$ cat src/rtl/loader_pkg.sv
// Shared definitions for the program loader: stream framing constants,
// FSM state encodings and the header acceptance check.
package loader_pkg;

  localparam int unsigned HDR_BYTES      = 2;
  localparam int unsigned BYTES_PER_WORD = 4;
  localparam int unsigned CNT_W          = HDR_BYTES * 8;

  typedef logic [2:0] state_t;

  localparam state_t ST_IDLE   = 3'd0;
  localparam state_t ST_LEN_LO = 3'd1;
  localparam state_t ST_LEN_HI = 3'd2;
  localparam state_t ST_DATA   = 3'd3;
  localparam state_t ST_DONE   = 3'd4;
  localparam state_t ST_ERROR  = 3'd5;

  // A program must hold at least one word and fit in instruction memory.
  function automatic logic hdr_ok(input logic [CNT_W-1:0] n,
                                  input int unsigned      max_words);
    return (n != '0) && (32'(n) <= max_words);
  endfunction

endpackage

$ cat src/rtl/byte_packer.sv
// Assembles little-endian 32-bit words from a byte stream and flags each
// completed word for exactly one cycle.
module byte_packer
  import loader_pkg::*;
(
  input  logic        clock,
  input  logic        reset,
  input  logic        clear,
  input  logic        in_accept,
  input  logic [7:0]  in_data,
  output logic        last_byte,
  output logic        word_valid,
  output logic [31:0] word
);

  localparam int unsigned IDX_W = $clog2(BYTES_PER_WORD);

  logic [IDX_W-1:0] byte_idx_q, byte_idx_d;
  logic [31:0]      shift_q, shift_d;
  logic             word_valid_q, word_valid_d;

  assign last_byte  = (byte_idx_q == IDX_W'(BYTES_PER_WORD - 1));
  assign word_valid = word_valid_q;
  assign word       = shift_q;

  // Shift new bytes in from the top so the first byte ends up in [7:0].
  always_comb begin
    byte_idx_d   = byte_idx_q;
    shift_d      = shift_q;
    word_valid_d = 1'b0;
    if (clear) begin
      byte_idx_d = '0;
    end else if (in_accept) begin
      shift_d      = {in_data, shift_q[31:8]};
      byte_idx_d   = byte_idx_q + 1'b1;
      word_valid_d = last_byte;
    end
  end

  // Packer state registers.
  always_ff @(posedge clock) begin
    if (reset) begin
      byte_idx_q   <= '0;
      shift_q      <= '0;
      word_valid_q <= 1'b0;
    end else begin
      byte_idx_q   <= byte_idx_d;
      shift_q      <= shift_d;
      word_valid_q <= word_valid_d;
    end
  end

endmodule

$ cat src/rtl/prog_loader.sv
// Loads a length-prefixed byte stream into instruction memory, holding the
// CPU in reset until the final word has been written.
module prog_loader
  import loader_pkg::*;
#(
  parameter int unsigned ADDR_WIDTH = 8,
  parameter int unsigned MAX_WORDS  = 2 ** ADDR_WIDTH
) (
  input  logic                  clock,
  input  logic                  reset,
  input  logic                  start,
  input  logic                  in_valid,
  input  logic [7:0]            in_data,
  output logic                  in_ready,
  output logic                  mem_we,
  output logic [ADDR_WIDTH-1:0] mem_addr,
  output logic [31:0]           mem_wdata,
  output logic                  cpu_reset,
  output logic                  done,
  output logic                  error
);

  state_t                state_q, state_d;
  logic [7:0]            len_lo_q, len_lo_d;
  logic [CNT_W-1:0]      len_q, len_d;
  logic [CNT_W-1:0]      word_cnt_q, word_cnt_d;
  logic [ADDR_WIDTH-1:0] mem_addr_q, mem_addr_d;
  logic                  cpu_reset_q, cpu_reset_d;
  logic                  done_q, done_d;
  logic                  error_q, error_d;

  logic                  accept;
  logic                  pk_clear;
  logic                  pk_last;
  logic                  pk_valid;
  logic [31:0]           pk_word;
  logic [CNT_W-1:0]      hdr_len;

  assign in_ready  = (state_q == ST_LEN_LO) || (state_q == ST_LEN_HI) ||
                     (state_q == ST_DATA);
  assign accept    = in_valid && in_ready;
  assign hdr_len   = {in_data, len_lo_q};

  assign mem_we    = pk_valid;
  assign mem_wdata = pk_word;
  assign mem_addr  = mem_addr_q;
  assign cpu_reset = cpu_reset_q;
  assign done      = done_q;
  assign error     = error_q;

  byte_packer u_packer (
    .clock      (clock),
    .reset      (reset),
    .clear      (pk_clear),
    .in_accept  (accept && (state_q == ST_DATA)),
    .in_data    (in_data),
    .last_byte  (pk_last),
    .word_valid (pk_valid),
    .word       (pk_word)
  );

  // Session FSM: header capture, word counting and output flags.
  // The write address is latched together with the 4th byte so it is stable
  // during the mem_we pulse and never shows the post-increment count.
  always_comb begin
    state_d    = state_q;
    len_lo_d   = len_lo_q;
    len_d      = len_q;
    word_cnt_d = word_cnt_q;
    mem_addr_d = mem_addr_q;
    pk_clear   = 1'b0;

    case (state_q)
      ST_IDLE: begin
        if (start) state_d = ST_LEN_LO;
      end
      ST_LEN_LO: begin
        if (accept) begin
          len_lo_d = in_data;
          state_d  = ST_LEN_HI;
        end
      end
      ST_LEN_HI: begin
        if (accept) begin
          len_d = hdr_len;
          if (hdr_ok(hdr_len, MAX_WORDS)) begin
            state_d    = ST_DATA;
            word_cnt_d = '0;
            mem_addr_d = '0;
            pk_clear   = 1'b1;
          end else begin
            state_d = ST_ERROR;
          end
        end
      end
      ST_DATA: begin
        if (accept && pk_last) begin
          mem_addr_d = ADDR_WIDTH'(word_cnt_q);
          word_cnt_d = word_cnt_q + CNT_W'(1);
          if (word_cnt_q == len_q - CNT_W'(1)) state_d = ST_DONE;
        end
      end
      ST_DONE, ST_ERROR: begin
        if (start) state_d = ST_LEN_LO;
      end
      default: state_d = ST_IDLE;
    endcase

    cpu_reset_d = (state_d != ST_DONE);
    done_d      = (state_d == ST_DONE);
    error_d     = (state_d == ST_ERROR);
  end

  // Loader state registers; reset parks the CPU in reset.
  always_ff @(posedge clock) begin
    if (reset) begin
      state_q     <= ST_IDLE;
      len_lo_q    <= '0;
      len_q       <= '0;
      word_cnt_q  <= '0;
      mem_addr_q  <= '0;
      cpu_reset_q <= 1'b1;
      done_q      <= 1'b0;
      error_q     <= 1'b0;
    end else begin
      state_q     <= state_d;
      len_lo_q    <= len_lo_d;
      len_q       <= len_d;
      word_cnt_q  <= word_cnt_d;
      mem_addr_q  <= mem_addr_d;
      cpu_reset_q <= cpu_reset_d;
      done_q      <= done_d;
      error_q     <= error_d;
    end
  end

endmodule
$ cat config.mk
export PLATFORM = sky130hd
export DESIGN_NAME = prog_loader
export DESIGN_NICKNAME = d
export VERILOG_FILES = /design/src/rtl/loader_pkg.sv /design/src/rtl/byte_packer.sv /design/src/rtl/prog_loader.sv
export SDC_FILE = /design/constraint.sdc
export NUM_CORES = 1
export LEC_CHECK = 0
export ABC_CLOCK_PERIOD_IN_PS = 3600
export BUFFER_PORTS_ARGS = -buffer_cell sky130_fd_sc_hd__buf_2
export CORE_MARGIN = 2
export CORE_UTILIZATION = 45
export CTS_BUF_LIST = sky130_fd_sc_hd__clkbuf_4 sky130_fd_sc_hd__clkbuf_8 sky130_fd_sc_hd__clkbuf_16
export DETAILED_ROUTE_END_ITERATION = 10
export GPL_TIMING_DRIVEN = 0
export PLACE_DENSITY = 0.65
export SLEW_MARGIN = 10
export SYNTH_ARGS = -nofsm -noshare
export SYNTH_HDL_FRONTEND = slang
export SYNTH_SLANG_ARGS = --single-unit
$ cat constraint.sdc
create_clock -name clock -period 3.6 [get_ports clock]
set_clock_uncertainty 0.1 [all_clocks]
set_input_delay 0.54 -clock clock [delete_from_list [all_inputs] [get_ports clock]]
set_output_delay 0.54 -clock clock [all_outputs]
set_load 0.01 [all_outputs]
==> metrics.yaml <==
run_status:
  status: "finished, final reports clean"
critical_path:
  r2r_end: "cpu_reset"
  crit_end: "cpu_reset"
  rr_startpoint: "len_q[0]"
  critPathLaunchType: "flip-flop"
  cp.arrival_ps: 3080
  rr_worst_depth: 8
  worstSetupPathType: "flip-flop to flip-flop"
  crit_required_ps: 3770
  crit_path_max_fanout: 6
  end_kind: "flip-flop"
  critPathSlowestCell: "or3b_2"
  path_cells: "inv_1 > ha_1 > or3b_2 > or3_1 > a211o_1 > a2111oi_2 > nand4_2 > o21a_1"
  r2r_slack_ps: 690
  slowest_delay_ps: 520
  startpoint: "len_q[0]"
floorplan:
  std_cell_rows: 34
  coreArea_mm2: 0.00859
  die_w_um: 97.5
  io_pins: 57
  die_height_um: 97.5
  die_area_mm2: 0.00951
  initial_core_util: 0.458
placement:
  dp_hpwl_um: 7090
  gp_congestion: 0.841
  place_ws_ps: 608
  placed_cell_area_mm2: 0.00434
  io_buffer_count: 55
detailed_routing:
  firstDrtPassIters: 4
  drtIter0Drc: 101
  routed_wl_um: 9500
  via_count: 3514
  drc: 0
  antenna_left: 0
  wire_per_inst_um: 14.0
  post_drt_via_cell_ratio: 5.18
clock_tree:
  path_clk_slew_ps: 100
  cts-htree-levels: 3
  cts-root-buf: "clkbuf_8"
  cts_resized: 0
  post_cts_buffers: 0
  cts_buffers: 9
  tritoncts: "yes"
  ctsHoldBuffers: 0
  clock_tree.buffer_depth: 2
  cts.sinks: 89
  clock_latency_ps: 370
logic_synthesis:
  yosys.area.top_type: "dfxtp_1"
  syn_nets: 514
  synth_area_mm2: 0.00393
  async_flop_share: 0
  synth_top_family_by_area: "simple AND/OR/NAND/NOR gates"
  synth_cell_types: 43
  yosys.area_share.simple: 0.271
  synthCells: 499
  ys_ff_latch: 89
  synth_compound_area_frac: 0.132
  yosys.area.top_type_share: 0.453
  synthAdderAreaFrac: 0.00954
  postSynthAreaPerCell_um2: 7.88
  synth_xor_area_frac: 0.0735
  synth_ff_type: "dfxtp_1"
  synth_area_leaders: "dfxtp_1, nand2_1, a21oi_1"
  yosys-mux-area-fraction: 0.0229
  synth_enable_flop_cells: 0
  synth_warnings: 0
  ys_seq_area_frac: 0.453
timing:
  max_freq_ghz: 0.344
  min_period_ps: 2910
  setup_viol: 0
  finalCritPeriodShare: 0.808
  drv_slew: 0
  rsz0062_at_grt: "no"
  setup_slack_ps: 693
  hold_viol_final: 0
  relSlewSlack: 0.314
  fin_setup_tns_ps: 0
  worst_pin_slew_ps: 1020
global_route:
  grt_first_pass_wirelength_um: 16100
  grt_pass1_vias: 3401
  antenna_found_initial: 0
  gr-total-overflow: 0
  grt_use_total: 0.208
  grt_max_degree: 17
finish:
  stdcell_area_mm2: 0.00455
  diodes: 0
  drive_above_1_share: 0.142
  area_growth_pct: 15.8
  fin_util: 0.530
  fin_nets: 580
power_and_ir_drop:
  power.leakage_nw: 1.80
  ir_worst_vdd_v: 0.000217
  power.density_mw_per_mm2: 403
flow_run:
  cap_violations: 0
worst_hold_path:
  hp-class: "input port to flip-flop"
## metrics by stage
stage	std cells	hold WS, ps	power [mW]
floorplan	499	340	1.10
finish	678	359	1.83
global placement	662	340	1.14
detailed placement	662	348	1.14
global route	678	344	1.91
CTS	678	343	1.86
## cells by family (layout without fill, tap and decap cells)
family          count (synthesis)  in the layout
compound gates                 92             92
xor+xnor                       33             33
fa+ha+maj                       3              3
buf+inv                        38            109
flops                          89             89
mux                             9              9
simple gates                  235            235
## cells in the mapped netlist, types with 4 or more instances
| cell type | n |
|---|---|
| a21oi_1 | 63 |
| clkbuf_1 | 28 |
| dfxtp_1 | 89 |
| inv_1 | 9 |
| mux2i_1 | 9 |
| nand2_1 | 129 |
| nand3_1 | 7 |
| nand4_1 | 9 |
| nor2_1 | 34 |
| nor2b_1 | 4 |
| nor3_1 | 11 |
| nor4_1 | 8 |
| o21ai_0 | 10 |
| or3_1 | 10 |
| or4_1 | 5 |
| xnor2_1 | 18 |
| xor2_1 | 15 |
## per-layer routing
layer,share of wire,track usage,vias up
met5,0,0,-
met4,0.011,0.0780,0
met3,0.038,0.0468,10
met2,0.49,0.342,67
met1,0.46,0.266,1616
li1,-,-,1821
## worst min path at each step
stage	start	end	slack (ps)	cells past startpoint
final	in_data[7]	u_packer.word[31]	360	3
after global routing	in_data[1]	len_lo_q[1]	340	3
after CTS	in_data[7]	len_q[15]	340	3
after detailed placement	u_packer.word[1]	u_packer.word[1]	350	2
after global placement	u_packer.word[3]	u_packer.word[3]	340	2
after floorplan	u_packer.byte_idx_q[1]	u_packer.byte_idx_q[1]	340	2
## critical path: cells and delay by family, from the launching register on
kind,cells,cell delay (ps)
adders and majority gates,1,220
AOI/OAI and AO/OA,3,950
DFF,1,350
and+or+nand+nor,3,1120
buffers and inverters,1,70
## final cells by class
type	count	area, µm²
timing repair buffer	55	275
fill	854	4040
clock inverter	6	72.6
buffer	29	116
multi-input combinational	372	2000
inverter	9	33.8
sequential	89	1780
tap	108	135
clock buffer	10	138
## sequential cells by signal, summed over array words and instances, names as in the netlist
signal / count
u_packer.word: 32
len_q: 16
word_cnt_q: 16
len_lo_q: 8
mem_addr: 8
state_q: 3
u_packer.byte_idx_q: 2
cpu_reset: 1
done: 1
error: 1
u_packer.word_valid: 1
## cell usage in the layout (no fill, tap or decap), types with 10 or more instances in the layout
master	instances
nand2_1	129
dfxtp_1	89
a21oi_1	63
buf_2	55
nor2_1	34
clkbuf_1	28
xnor2_1	18
xor2_1	15
nor3_1	11
or3_1	10
o21ai_0	10
clkbuf_8	10
## power by group
part	internal, mW	switching [mW]
clock	0.348	0.371
combinational	0.0376	0.0749
sequential	0.994	0.00847
total	1.38	0.454
Power figures use the tool's default switching activity.
